<file path="config.mk">
export PLATFORM = sky130hd
export DESIGN_NAME = rv32i_fetch_queue
export DESIGN_NICKNAME = d
export VERILOG_FILES = /design/src/rtl/rv32i_pkg.sv /design/src/rtl/rv32i_sync_fifo.sv /design/src/rtl/rv32i_fetch_queue.sv
export SDC_FILE = /design/constraint.sdc
export NUM_CORES = 1
export LEC_CHECK = 0
export BUFFER_PORTS_ARGS = -buffer_cell sky130_fd_sc_hd__buf_4
export CORE_ASPECT_RATIO = 0.6
export CORE_UTILIZATION = 58
export CTS_CLUSTER_SIZE = 28
export DETAILED_ROUTE_END_ITERATION = 16
export PLACE_DENSITY = 0.86
export SLEW_MARGIN = 40
export SYNTH_ARGS = -nofsm -noshare
export SYNTH_HDL_FRONTEND = slang
export SYNTH_SLANG_ARGS = --single-unit
</file>
<file path="constraint.sdc">
create_clock -name clk -period 6 [get_ports clk]
set_clock_uncertainty 0.15 [all_clocks]
set_input_delay 1.5 -clock clk [delete_from_list [all_inputs] [get_ports clk]]
set_output_delay 1.5 -clock clk [all_outputs]
set_load 0.01 [all_outputs]
</file>
<file path="src/rtl/rv32i_pkg.sv">
// rv32i_pkg: shared fetch-path widths, queue depth default and the queued fetch entry layout
package rv32i_pkg;
  localparam int DEF_XLEN = 64;
  localparam int DEF_ILEN = 32;
  localparam int FETCH_DEPTH = 4;
  localparam int INSTR_BYTES = DEF_ILEN / 8;
  typedef struct packed {
    logic [DEF_XLEN-1:0] pc;
    logic [DEF_ILEN-1:0] instr;
    logic                misalign;
  } fetch_entry_t;
endpackage

</file>
<file path="src/rtl/rv32i_sync_fifo.sv">
// rv32i_sync_fifo: synchronous FIFO with flush and occupancy count
// Ports: clk/rst (sync, active-high); push/din write; pop reads dout (head); flush empties; count occupancy.
module rv32i_sync_fifo #(
  parameter int WIDTH = 8,
  parameter int DEPTH = 4
) (
  input  logic                         clk,
  input  logic                         rst,
  input  logic                         push,
  input  logic [WIDTH-1:0]             din,
  input  logic                         pop,
  input  logic                         flush,
  output logic [WIDTH-1:0]             dout,
  output logic [$clog2(DEPTH+1)-1:0]   count
);
  localparam int AW = $clog2(DEPTH);
  localparam int CW = $clog2(DEPTH+1);
  logic [WIDTH-1:0] mem_q [DEPTH];
  logic [AW-1:0] rd_q, rd_d, wr_q, wr_d;
  logic [CW-1:0] count_q, count_d;
  logic do_pop;
  always_comb begin
    do_pop = pop && count_q != '0;
    wr_d = flush ? '0 : push ? wr_q + AW'(1) : wr_q;
    rd_d = flush ? '0 : do_pop ? rd_q + AW'(1) : rd_q;
    count_d = flush ? '0 : count_q + CW'(push) - CW'(do_pop);
  end
  always_ff @(posedge clk) begin
    if (rst) begin
      rd_q <= '0;
      wr_q <= '0;
      count_q <= '0;
    end else begin
      rd_q <= rd_d;
      wr_q <= wr_d;
      count_q <= count_d;
    end
  end
  always_ff @(posedge clk) begin
    if (push) mem_q[wr_q] <= din;
  end
  assign dout = mem_q[rd_q];
  assign count = count_q;
endmodule

</file>
<file path="src/rtl/rv32i_fetch_queue.sv">
// rv32i_fetch_queue: instruction fetch unit with prefetch queue, redirect flush and stale-response discard
// Ports: clk/rst (sync, active-high); redirect_valid/redirect_pc load a new PC and flush the queue;
//   imem_req_valid/ready/addr fetch request; imem_rsp_valid/data in-order responses;
//   instr_valid/ready/data/pc head entry to decode; instr_misalign only with FETCH_MISALIGN_TRAP_EN.
// FETCH_MISALIGN_TRAP_EN: a misaligned redirect queues one trap marker and stalls fetch until the next
//   redirect; without it the redirect target is force-aligned.
module rv32i_fetch_queue
  import rv32i_pkg::*;
#(
  parameter int              XLEN     = DEF_XLEN,
  parameter int              ILEN     = DEF_ILEN,
  parameter int              IALIGN   = 32,
  parameter int              DEPTH    = FETCH_DEPTH,
  parameter logic [XLEN-1:0] RESET_PC = '0
) (
  input  logic            clk,
  input  logic            rst,
  input  logic            redirect_valid,
  input  logic [XLEN-1:0] redirect_pc,
  output logic            imem_req_valid,
  input  logic            imem_req_ready,
  output logic [XLEN-1:0] imem_req_addr,
  input  logic            imem_rsp_valid,
  input  logic [ILEN-1:0] imem_rsp_data,
  output logic            instr_valid,
  input  logic            instr_ready,
  output logic [ILEN-1:0] instr_data,
`ifdef FETCH_MISALIGN_TRAP_EN
  output logic [XLEN-1:0] instr_pc,
  output logic            instr_misalign
`else
  output logic [XLEN-1:0] instr_pc
`endif
);
  localparam int CW = $clog2(DEPTH+1);
  localparam logic [XLEN-1:0] STEP = XLEN'(ILEN/8);
  localparam logic [XLEN-1:0] AMASK = XLEN'(IALIGN/8 - 1);
  localparam logic [CW:0] DEPTH_W = (CW+1)'(DEPTH);
  logic [XLEN-1:0] req_pc_q, req_pc_d, rsp_pc_q, rsp_pc_d, tgt;
  logic [CW-1:0] inflight_q, inflight_d, discard_q, discard_d, count;
  logic fire, pop, push, rsp_use, marker, stall;
  fetch_entry_t push_entry, head;
`ifdef FETCH_MISALIGN_TRAP_EN
  logic stall_q, stall_d, pend_q, pend_d, bad_pc;
  assign bad_pc = |(redirect_pc & AMASK);
  assign tgt = redirect_pc;
  // marker waits until every stale response has come back so it lands after them in order
  assign marker = pend_q && inflight_q == '0 && !redirect_valid;
  assign stall = stall_q;
  assign instr_misalign = instr_valid && head.misalign;
  always_comb begin
    stall_d = redirect_valid ? bad_pc : stall_q;
    pend_d = redirect_valid ? bad_pc : pend_q && !marker;
  end
  always_ff @(posedge clk) begin
    if (rst) begin
      stall_q <= 1'b0;
      pend_q <= 1'b0;
    end else begin
      stall_q <= stall_d;
      pend_q <= pend_d;
    end
  end
`else
  logic unused_misalign;
  assign tgt = redirect_pc & ~AMASK;
  assign marker = 1'b0;
  assign stall = 1'b0;
  assign unused_misalign = head.misalign;
`endif
  // outstanding requests reserve queue slots, so a response push can never overflow
  assign imem_req_valid = !rst && !redirect_valid && !stall && ({1'b0, count} + {1'b0, inflight_q} < DEPTH_W);
  assign imem_req_addr = req_pc_q;
  assign instr_valid = count != '0;
  assign instr_data = instr_valid ? head.instr : '0;
  assign instr_pc = instr_valid ? head.pc : '0;
  always_comb begin
    fire = imem_req_valid && imem_req_ready;
    pop = instr_valid && instr_ready;
    inflight_d = inflight_q + CW'(fire) - CW'(imem_rsp_valid);
    rsp_use = imem_rsp_valid && discard_q == '0 && !redirect_valid;
    push = rsp_use || marker;
    push_entry = marker ? fetch_entry_t'{pc: req_pc_q, instr: '0, misalign: 1'b1}
                        : fetch_entry_t'{pc: rsp_pc_q, instr: imem_rsp_data, misalign: 1'b0};
    // on redirect everything still outstanding after this cycle's response is stale
    discard_d = redirect_valid ? inflight_d
              : (imem_rsp_valid && discard_q != '0) ? discard_q - CW'(1) : discard_q;
    req_pc_d = redirect_valid ? tgt : fire ? req_pc_q + STEP : req_pc_q;
    rsp_pc_d = redirect_valid ? tgt : rsp_use ? rsp_pc_q + STEP : rsp_pc_q;
  end
  always_ff @(posedge clk) begin
    if (rst) begin
      req_pc_q <= RESET_PC;
      rsp_pc_q <= RESET_PC;
      inflight_q <= '0;
      discard_q <= '0;
    end else begin
      req_pc_q <= req_pc_d;
      rsp_pc_q <= rsp_pc_d;
      inflight_q <= inflight_d;
      discard_q <= discard_d;
    end
  end
  rv32i_sync_fifo #(.WIDTH($bits(fetch_entry_t)), .DEPTH(DEPTH)) u_fifo (
    .clk(clk),
    .rst(rst),
    .push(push),
    .din(push_entry),
    .pop(pop),
    .flush(redirect_valid),
    .dout(head),
    .count(count)
  );
endmodule

</file>
After elaboration in Yosys (flattened, before gate mapping) --
Memory sizes are Yosys's and may differ from the RTL's. A register that Yosys moved wholly into a read port is not among the register bits. Cells that the tools add are included. W data, S select, Z words.
Word-level totals: bits in writable memories 384, word-level logic and storage cells 50, input port bits 102, memories kept 1, register bits after elaboration 141, output and inout port bits 162
Memory list:
- u_fifo.mem_q | depth 4, bits a word 96, rd ports 1, clocked after Yosys merged registers in 1, wr ports 1, line rv32i_sync_fifo.sv:18 | logic [WIDTH-1:0] mem_q [DEPTH];
Cells by class: multiplexer cells 12, add/sub/neg operators 10, $lt $le $gt $ge 1, reduce and logical (&&, ||, !) cells 17
Operators with widths (number):
- $mux W64 | 5
- $add A64 B3 Y64 const B | 2
- $mux W32 | 1
- $logic_and A1 B1 Y1 | 8
- $add A3 B1 Y3 | 2
- $mux W3 | 2
- $reduce_bool A2 Y1 | 3
- $reduce_bool A3 Y1 | 2
- $sub A3 B1 Y3 | 2
- $add A2 B1 Y2 const B | 2
- $add A3 B3 Y4 | 1
- $lt A4 B3 Y1 const B | 1
- $mux W2 | 2
- $logic_not A3 Y1 | 1
- $sub A3 B1 Y3 const B | 1
- $logic_not A1 Y1 | 2
- $mux W1 | 2
- $reduce_or A2 Y1 | 1

Longest topological paths before layout --
word-level depth 7, gate-level depth with buffers 16

Hierarchy --
From an unflattened synthesis, not the netlist that was laid out.
Unflattened totals: cells, all modules 1595, area, all modules 22444.0 µm²
By module, submodules not included:
- rv32i_sync_fifo | area an instance 14468.9 µm², cells each 552, times used 1
- rv32i_fetch_queue | area an instance 7975.1 µm², cells each 1043, times used 1

Worst setup path after synthesis --
No wires, ideal clock.
path type input port to flip-flop, start input redirect_valid, end memory u_fifo.mem_q[0][0] (netlist bit), enable pin, buffers on the path 3, required time 5.386 ns, stages 5, setup time 0.464 ns, arrival 4.595 ns, slack 0.791 ns, path through clkbuf_1 > clkinv_1 > clkbuf_1 > clkbuf_1 > and3_1
Between the ends: word-level cells in the longest chain between the ends 4
Ends and longest elaborated chain:
- from (decl) | line rv32i_fetch_queue.sv:18 | input logic redirect_valid,
- $logic_not A1 Y1 | line rv32i_fetch_queue.sv:81 | rsp_use = imem_rsp_valid && discard_q == '0 && !redirect_valid;
- $logic_and A1 B1 Y1 | line rv32i_fetch_queue.sv:81
- $mux W1 | line rv32i_sync_fifo.sv:40 | if (push) mem_q[wr_q] <= din;
- $mux W1 (not written as such) | line rv32i_sync_fifo.sv:40
- to (decl) | line rv32i_sync_fifo.sv:18
Every way passes these cells.

Worst setup path in the final report --
start input rst, end output imem_req_valid
Between the ends: word-level cells in the longest chain between the ends 3
Ends and longest elaborated chain:
- from (decl) | line rv32i_fetch_queue.sv:17 | input logic rst,
- $logic_not A1 Y1 | line rv32i_fetch_queue.sv:72 | assign imem_req_valid = !rst && !redirect_valid && !stall && ({1'b0, count} + {1'b0, inflight_q} < DEPTH_W);
- $logic_and A1 B1 Y1 (2 in a row) | line rv32i_fetch_queue.sv:72
- to (decl) | line rv32i_fetch_queue.sv:20 | output logic imem_req_valid,
Every way passes these cells.

==> out/qor.csv <==
metric,value,unit
CP Data Required Time,4350,ps
sequential cell area fraction in the yosys report,62.94,%
clock buffer depth,3,
ANT nets after route,0,
number of remaining DRC errors,0,
Worst setup SP type,input pin,
Initial Util,59.07,%
Area Overhead vs Synth,17.04,%
max cap viols,0,
CP Max Fanout,51,
Clock Sinks,515,
Mapped Cells,1622,
HP Start,imem_req_addr[13],
run status,completed,
Crit. End Element,output port,
final WL,57620,um
detailed-router iteration count before antenna repair,5,
HP Class,register to register,
Critical R2R Launch,rsp_pc_q[3],
most frequent cells in the layout,"376 x edfxtp_1, 271 x buf_4, 137 x dfxtp_1, 110 x nor2_1, 106 x and2_1",
first-pass GRT wire length,86780,um
Final period util,72.47,%
final core utilization,69.14,%
worst setup path start,rst,
TritonCTS clock tree,done,
Final #Nets,1970,
row count,55,
clock root cell,clkbuf_16,
fmax,0.2300,GHz
fraction of layout cells with a size suffix above 1,25.31,%
Synthesis Warnings,0,
"Hold Vio Cnt, Final",0,
Cell variety after synth,75,
relative slew slack,40.68,%
routed length per instance,24.02,um
Setup CP Type,input pin to output port,
GR Util All Layers,29.20,%
H-Tree Depth,2,
Die Area,39360,um2
Crit-path slowest cell,nor2_1,
post-CTS sizing,0,
post-detail-place hpwl,38800,um
CP peak stage delay,470,ps
RSZ-0062 raised after global routing,no,
gr ovfl total,0,
die height,154.1,um
arrival time worst endpoint,2700,ps
"most used cell, CP",buf_4,
"Reg clk slew, reported paths",70,ps
"Hold-fix buffers, CTS",0,
largest net degree at the start of global routing,90,
Port Buffers,257,
Yosys reg bits,515,
IO Pins,264,
Post-Syn Area,22360,um2
setup bufs post-CTS,0,
worst slew pin tran,881.7,ps
LEAKAGE,9.033,nW
Vias/cell,6.256,
crit path time final,4348,ps
Most used DFF post-synth,edfxtp_1,
Die W,255.5,um
First DRT Iteration DRCs,1877,
Max IR drop VDD,195.0,uV
vias in the first global route,14330,
"commonest non-fill, non-tap cell in the layout",edfxtp_1,
"Setup violations, final",0,
core area,37850,um2
Pins Over Slew Limit,0,
GP Congestion,1.012,
share of flip-flops with an asynchronous set or reset,0,%
CP Cell Sequence,buf_4 > nor2_1 > and3_1 > buf_4,
total power,7.916,mW
total number of vias,15010,
TritonCTS Buffers,46,
average cell area after synthesis,13.78,um2
number of synthesized flops with an enable pin,376,
Worst-Skew Late Latency,570,ps
antenna violations before repair,1,
Pwr Density,302.5,nW/um2
setup TNS,0,ps
[power by group]
part	switching (mW)	leakage, nW	internal, mW
clock	1.25	0.683	1.55
combinational	0.511	3.76	0.446
sequential	0.164	4.59	4.00
[critical path, delay by kind of cell]
kind / cells / cell delay, ps
buffers and inverters: 2 / 410
AND/OR/NAND/NOR: 2 / 760
[flip-flops by register name, summed over array words and instances (netlist names), named ones only]
name,cells
u_fifo.mem_q,376
u_fifo.rd_q,2
u_fifo.wr_q,2
imem_req_addr,62
rsp_pc_q,62
discard_q,3
u_fifo.count,3
inflight_q,3
[final timing paths]
path / end / slack (ps) / depth (start not counted)
worst max register to register: rsp_pc_q[60] / 2640 / 7
worst min-delay path: imem_req_addr[13] / 400 / 2
worst max-delay path: imem_req_valid / 1650 / 4
worst min register to register: imem_req_addr[13] / 400 / 2
[final cells by class]
class	count	area, um2
Sequential cell	515	14080
Fill cell	2553	11680
Multi-Input combinational cell	981	7749
Timing Repair Buffer	279	2186
Clock buffer	68	1305
Tap cell	513	641.9
Inverter	29	110.1
Clock inverter	13	93.84
Antenna cell	1	2.502
[per-stage QoR]
| step | std cells | setup WS [ps] | cell area (um2) | hold WS [ps] |
|---|---|---|---|---|
| after detailed placement | 2315 | 1609 | 24720 | 379.1 |
| after floorplan | 1625 | 790.8 | 22370 | 330.9 |
| after global routing | 2399 | 1537 | 26170 | 414.4 |
| after global placement | 2315 | 1678 | 24720 | 349.2 |
| final | 2399 | 1652 | 26170 | 398.4 |
| after CTS | 2396 | 1473 | 26120 | 393.8 |
[layer usage]
layer / vias to the layer above / share of wire [%] / track usage [%]
li1: 6650 / - / -
met1: 7432 / 42 / 43.30
met2: 804 / 44 / 42.96
met3: 122 / 11 / 7.006
met4: 0 / 2.7 / 8.782
met5: - / 0 / 0
[synth_stat cells, types with 4 or more instances]
| library cell | count | share of area, % |
|---|---|---|
| or4_1 | 6 | 0.20 |
| edfxtp_1 | 376 | 50 |
| nor4_2 | 10 | 0.56 |
| and3_1 | 37 | 1.0 |
| buf_1 | 10 | 0.17 |
| or3_1 | 12 | 0.34 |
| buf_4 | 6 | 0.20 |
| a311oi_1 | 5 | 0.20 |
| nor4_1 | 13 | 0.36 |
| inv_1 | 28 | 0.47 |
| a21oi_1 | 65 | 1.5 |
| mux2i_1 | 16 | 0.72 |
| a211oi_1 | 19 | 0.64 |
| nand4_1 | 51 | 1.4 |
| o211ai_1 | 5 | 0.17 |
| nand2_1 | 89 | 1.5 |
| nand4_2 | 4 | 0.22 |
| and4_1 | 20 | 0.78 |
| a31oi_1 | 17 | 0.48 |
| nor2b_1 | 4 | 0.11 |
| a21boi_0 | 15 | 0.50 |
| nor3_1 | 33 | 0.74 |
| dfxtp_1 | 139 | 12 |
| buf_6 | 5 | 0.25 |
| nand3_1 | 35 | 0.78 |
| xor2_1 | 19 | 0.74 |
| o21ai_0 | 29 | 0.65 |
| o22ai_1 | 20 | 0.56 |
| mux4_2 | 94 | 9.5 |
| clkbuf_1 | 65 | 1.1 |
| a22oi_1 | 5 | 0.17 |
| o21bai_1 | 6 | 0.20 |
| nor2_1 | 110 | 1.8 |
| xnor2_1 | 69 | 2.7 |
| ha_1 | 14 | 0.78 |
| and2_1 | 106 | 3.0 |
| buf_2 | 10 | 0.22 |
[cell families after synthesis]
logic type	Yosys count	synth area share [%]
xor gates and xnor gates	88	3.447
muxes	110	10.18
buffers and inverters	129	2.574
adders and majority gates	16	0.9625
AOI/OAI and AO/OA	212	6.033
DFF	515	62.94
other	1	0.01677
and+or+nand+nor	551	13.84
Power figures use the tool's default switching activity.
